File: src/rtl/hazard_pkg.sv
// Shared types for the ID-stage hazard/stall controller.
package hazard_pkg;
   typedef enum logic [1:0] {RUN, LOAD_STALL, BR_FLUSH} hz_state_t;
   localparam int REG_W_DEF = 5;
endpackage

File: src/rtl/hazard_cmp.sv
// Load-use comparator: EX-stage load destination against ID-stage sources.
module hazard_cmp
   import hazard_pkg::*;
#(
   parameter int REG_W = REG_W_DEF
) (
   input  logic             mem_read,
   input  logic [REG_W-1:0] rd,
   input  logic [REG_W-1:0] rs1,
   input  logic [REG_W-1:0] rs2,
   input  logic             uses_rs2,
   output logic             load_use
);
   // x0 is hardwired zero, so a load into it never creates a dependency
   assign load_use = mem_read && (rd != '0) &&
                     ((rd == rs1) || (uses_rs2 && (rd == rs2)));
endmodule

File: src/rtl/hazard_stall_unit.sv
// ID-stage hazard controller: load-use stalls, taken-branch flushes, memory freeze.
module hazard_stall_unit
   import hazard_pkg::*;
#(
   parameter int REG_W        = REG_W_DEF,
   parameter int LOAD_STALLS  = 1,
   parameter int FLUSH_CYCLES = 1,
   parameter int CNT_W        = 16
) (
   input  logic             clk,
   input  logic             reset_L,
   input  logic             ID_EX_MemRead,
   input  logic [REG_W-1:0] ID_EX_Rd,
   input  logic [REG_W-1:0] IF_ID_Rs1,
   input  logic [REG_W-1:0] IF_ID_Rs2,
   input  logic             IF_ID_UsesRs2,
   input  logic             EX_BranchTaken,
   input  logic             Mem_Ready,
   output logic             PC_Write,
   output logic             IF_ID_Write,
   output logic             IF_ID_Flush,
   output logic             ID_EX_Flush,
   output logic [CNT_W-1:0] Stall_Count
);
   localparam int MAXC = (LOAD_STALLS > FLUSH_CYCLES) ? LOAD_STALLS : FLUSH_CYCLES;
   localparam int CW   = $clog2(MAXC) + 1;
   localparam int LS_I = (LOAD_STALLS > 1) ? LOAD_STALLS - 2 : 0;
   localparam int FL_I = (FLUSH_CYCLES > 1) ? FLUSH_CYCLES - 2 : 0;
   localparam logic [CW-1:0] LS_INIT = CW'(LS_I);
   localparam logic [CW-1:0] FL_INIT = CW'(FL_I);
   localparam hz_state_t LS_NEXT = (LOAD_STALLS > 1) ? LOAD_STALL : RUN;
   localparam hz_state_t FL_NEXT = (FLUSH_CYCLES > 1) ? BR_FLUSH : RUN;

   hz_state_t       state, state_nxt;
   logic [CW-1:0]   cnt, cnt_nxt;
   logic            load_use;
   logic            pc_wr, ifid_wr, ifid_fl, idex_fl;

   hazard_cmp #(.REG_W(REG_W)) u_cmp (
      .mem_read (ID_EX_MemRead),
      .rd       (ID_EX_Rd),
      .rs1      (IF_ID_Rs1),
      .rs2      (IF_ID_Rs2),
      .uses_rs2 (IF_ID_UsesRs2),
      .load_use (load_use)
   );

   // Priority: freeze > branch (from any state) > per-state action
   always_comb begin
      state_nxt = state;
      cnt_nxt   = cnt;
      pc_wr     = 1'b1;
      ifid_wr   = 1'b1;
      ifid_fl   = 1'b0;
      idex_fl   = 1'b0;
      if (!Mem_Ready) begin
         pc_wr   = 1'b0;
         ifid_wr = 1'b0;
      end else if (EX_BranchTaken) begin
         ifid_fl   = 1'b1;
         idex_fl   = 1'b1;
         state_nxt = FL_NEXT;
         cnt_nxt   = FL_INIT;
      end else begin
         case (state)
            BR_FLUSH: begin
               ifid_fl = 1'b1;
               idex_fl = 1'b1;
               if (cnt == '0) state_nxt = RUN;
               else           cnt_nxt   = cnt - 1'b1;
            end
            LOAD_STALL: begin
               pc_wr   = 1'b0;
               ifid_wr = 1'b0;
               idex_fl = 1'b1;
               if (cnt == '0) state_nxt = RUN;
               else           cnt_nxt   = cnt - 1'b1;
            end
            default: begin
               if (load_use) begin
                  pc_wr     = 1'b0;
                  ifid_wr   = 1'b0;
                  idex_fl   = 1'b1;
                  state_nxt = LS_NEXT;
                  cnt_nxt   = LS_INIT;
               end
            end
         endcase
      end
   end

   // Reset forces the pipeline into a held, bubbled state without waiting for a clock
   assign PC_Write    = reset_L & pc_wr;
   assign IF_ID_Write = reset_L & ifid_wr;
   assign IF_ID_Flush = ~reset_L | ifid_fl;
   assign ID_EX_Flush = ~reset_L | idex_fl;

   always_ff @(posedge clk or negedge reset_L) begin
      if (!reset_L) begin
         state       <= RUN;
         cnt         <= '0;
         Stall_Count <= '0;
      end else begin
         state <= state_nxt;
         cnt   <= cnt_nxt;
         if (!pc_wr && (Stall_Count != '1))
            Stall_Count <= Stall_Count + 1'b1;
      end
   end
endmodule

File: config.mk
export PLATFORM = sky130hd
export DESIGN_NAME = hazard_stall_unit
export DESIGN_NICKNAME = d
export VERILOG_FILES = /design/src/rtl/hazard_pkg.sv /design/src/rtl/hazard_cmp.sv /design/src/rtl/hazard_stall_unit.sv
export SDC_FILE = /design/constraint.sdc
export NUM_CORES = 1
export LEC_CHECK = 0
export BUFFER_PORTS_ARGS = -buffer_cell sky130_fd_sc_hd__buf_2
export CAP_MARGIN = 10
export CORE_UTILIZATION = 50
export CTS_CLUSTER_SIZE = 16
export DETAILED_ROUTE_END_ITERATION = 8
export MAX_ROUTING_LAYER = met4
export PLACE_DENSITY = 0.91
export SLEW_MARGIN = 10
export SYNTH_ARGS = -nofsm -noshare
export SYNTH_HDL_FRONTEND = slang
export SYNTH_HIERARCHICAL = 1
export SYNTH_SLANG_ARGS = --single-unit
File: constraint.sdc
create_clock -name clk -period 2.8 [get_ports clk]
set_clock_uncertainty 0.1 [all_clocks]
set_input_delay 0.28 -clock clk [delete_from_list [all_inputs] [get_ports clk]]
set_output_delay 0.28 -clock clk [all_outputs]
set_load 0.02 [all_outputs]
==> flow_metrics.py <==
metrics = {
    "outcome": {
        "status": "completed",
    },
    "routing": {
        "routed_via_density": 5.65,
        "wl_per_cell_um": 14.7,
        "dr.pass1.iters": 4,
        "drcViolationCount": 0,
        "routed_wl_mm": 2.34,
        "drtIter0Drc": 18,
        "vias": 899,
        "ant_nets": 0,
    },
    "yosys": {
        "ys_seq_area_share_pct": 41.7,
        "syn-instance-count": 91,
        "synth_top_flop_cell": "dfrtp_1",
        "synthTopCellsByCount": "dfrtp_1 (16), xor2_1 (14), xnor2_1 (11)",
        "async_flop_share_pct": 100,
        "synth_area_um2": 960,
        "yosys_warnings": 6,
        "synth_cell_types": 27,
        "synth-edff-count": 0,
        "yosysMostFrequentCell": "dfrtp_1",
        "ys_seq_elements": 16,
        "avgSynthCellArea_um2": 10.5,
        "synth_top_area_cell": "dfrtp_1",
        "syn_nets": 113,
        "synth_top_area_share_pct": 41.7,
        "synth.top_cells.by_area": "dfrtp_1 (42%), xor2_1 (13%), xnor2_1 (10%)",
    },
    "clocking": {
        "cts-resized-gates": 0,
        "cts_tree": "done",
        "cts_buffer_depth": 2,
        "numCtsBuffers": 3,
        "htree_levels": 1,
        "post_cts_buffers": 0,
        "insertion_delay_ns": 0.29,
        "cts_hold_buf": 1,
        "clkTransAtPathRegs_ns": 0.10,
        "clock-sinks": 16,
        "root_buffer": "clkbuf_4",
    },
    "worst_setup_path": {
        "ff2ff_path_depth": 5,
        "endpoint_kind": "flip-flop",
        "cp-start-kind": "primary input",
        "worstPathArrival_ns": 2.25,
        "r2r_end": "Stall_Count[1]",
        "required_ns": 2.89,
        "r2r_slack_ns": 0.78,
        "crit_type": "primary input to flip-flop",
        "r2r-start": "Stall_Count[1]",
        "cp_max_fo": 5,
    },
    "sta": {
        "max_slew.worst_pin.slew_ns": 0.512,
        "fin_setup_tns_ns": 0,
        "slew-limit-headroom_pct": 65.8,
        "finalCriticalPeriod_ns": 2.16,
        "finalSetupViolCount": 0,
        "timing.fmax_mhz": 463,
        "period_share_pct": 77.2,
        "drv_slew": 0,
        "rsz0062_at_grt": "false",
        "hold_viol_final": 0,
    },
    "global_routing": {
        "grt_max_degree": 19,
        "track_usage_pct": 24.3,
        "grt_pass1_wl_mm": 3.40,
        "grt_pass1_vias": 793,
        "antenna_found_initial": 0,
        "grt-ovfl-total": 0,
    },
    "min_path": {
        "hold_class": "primary input to async pin",
    },
    "layout": {
        "fin_nets": 157,
        "final_cell_area_mm2": 0.00122,
        "n_antenna_cell": 0,
        "num-fill-cells": 157,
        "largest_reg_flops": 16,
        "layout-drive-gt1-share_pct": 38.1,
        "top_register": "Stall_Count",
        "area_growth_pct": 27.0,
        "top_regs": "Stall_Count (16)",
    },
    "placement": {
        "dp_hpwl_mm": 1.80,
        "dpl_cell_area_mm2": 0.00117,
        "gp_congestion": 0.888,
        "port-buffer-count": 40,
    },
    "die": {
        "die_x_um": 45.8,
        "core-area_mm2": 0.00176,
        "ios": 41,
        "start_util_pct": 54.4,
        "dieHeight_um": 45.8,
        "rows": 15,
        "die_area_mm2": 0.00210,
    },
    "run": {
        "drv_cap": 0,
    },
    "power_and_ir_drop": {
        "power.density_mw_per_mm2": 701,
        "p_leak_uw": 0.000593,
        "vdd_drop_max_mv": 0.672,
    },
}
-- power breakdown --
part	switching, uW	leakage [uW]	internal (uW)
sequential	88.0	0.000204	290
combinational	187	0.000369	132
clock	77.6	0.0000210	79.2
-- per-layer routing --
layer	wire (um)	GRT usage (%)	vias to the layer above
li1	-	-	415
met1	916	25.4	426
met2	1220	45.1	54
met3	174	2.78	4
met4	30	10.6	0
met5	0	-	-
-- area by class of cell --
class / instances / area (um^2) / share of cell area [%]
repair buffers: 41 / 210 / 17.2
well taps: 25 / 31.3 / 2.57
multi-input cells: 72 / 537 / 44.0
inverters: 1 / 3.75 / 0.308
clock buffers: 4 / 36.3 / 2.98
flip-flops and latches: 16 / 400 / 32.9
-- placed cells by master, fill, tap and decap left out, types with 2 or more instances in the layout --
cell / instances
a21o_1: 2
clkbuf_4: 3
nor4b_1: 2
nand2_1: 6
nand4_2: 2
nand4_1: 4
and3_1: 2
buf_2: 40
and4_1: 2
nor2_1: 2
xor2_1: 14
nor3_1: 4
a21oi_1: 2
xnor2_1: 11
nand3_1: 9
dfrtp_1: 16
-- worst max-delay path by stage --
stage	to	cells past startpoint	slack, ns	from
floorplan	Stall_Count[9]	8	0.66	ID_EX_Rd[3]
global placement	Stall_Count[15]	9	0.44	ID_EX_Rd[3]
detailed placement	Stall_Count[15]	9	0.34	ID_EX_Rd[3]
CTS	Stall_Count[15]	9	0.65	ID_EX_Rd[3]
global route	Stall_Count[15]	9	0.48	ID_EX_Rd[3]
finish	Stall_Count[15]	9	0.64	ID_EX_Rd[3]
-- kinds of logic (layout without fill, tap and decap cells) --
kind of cell             Yosys count  count (layout)  share of synthesized area (%)
flip-flops                        16              16                           41.7
AND/OR/NAND/NOR                   39              39                           25.6
adder cells (fa/ha/maj)            1               1                           1.30
AO/OA/AOI/OAI                      6               6                           4.69
multiplexers                       1               1                           1.56
XOR/XNOR                          25              25                           22.8
buffers and inverters              3              46                           2.35
-- critical path: stages --
cell	delay, ns
buf_2	0.13
xor2_1	0.17
nor4_2	0.26
nand3_1	0.10
a21oi_1	0.21
nand2b_1	0.18
a2111oi_2	0.59
nand4_1	0.18
xnor2_1	0.16
-- metrics by stage --
stage	power (uW)	cells	hold WS [ns]	utilization [%]	setup slack, ns
after floorplan	564	91	-0.116	-	0.664
after global placement	669	154	0.112	66.5	0.438
after detailed placement	695	154	0.117	66.5	0.336
after CTS	853	159	0.316	69.1	0.653
after global routing	893	159	0.348	69.1	0.477
final	854	159	0.321	69.1	0.638
Note: power is estimated with default switching activity, not from simulation.
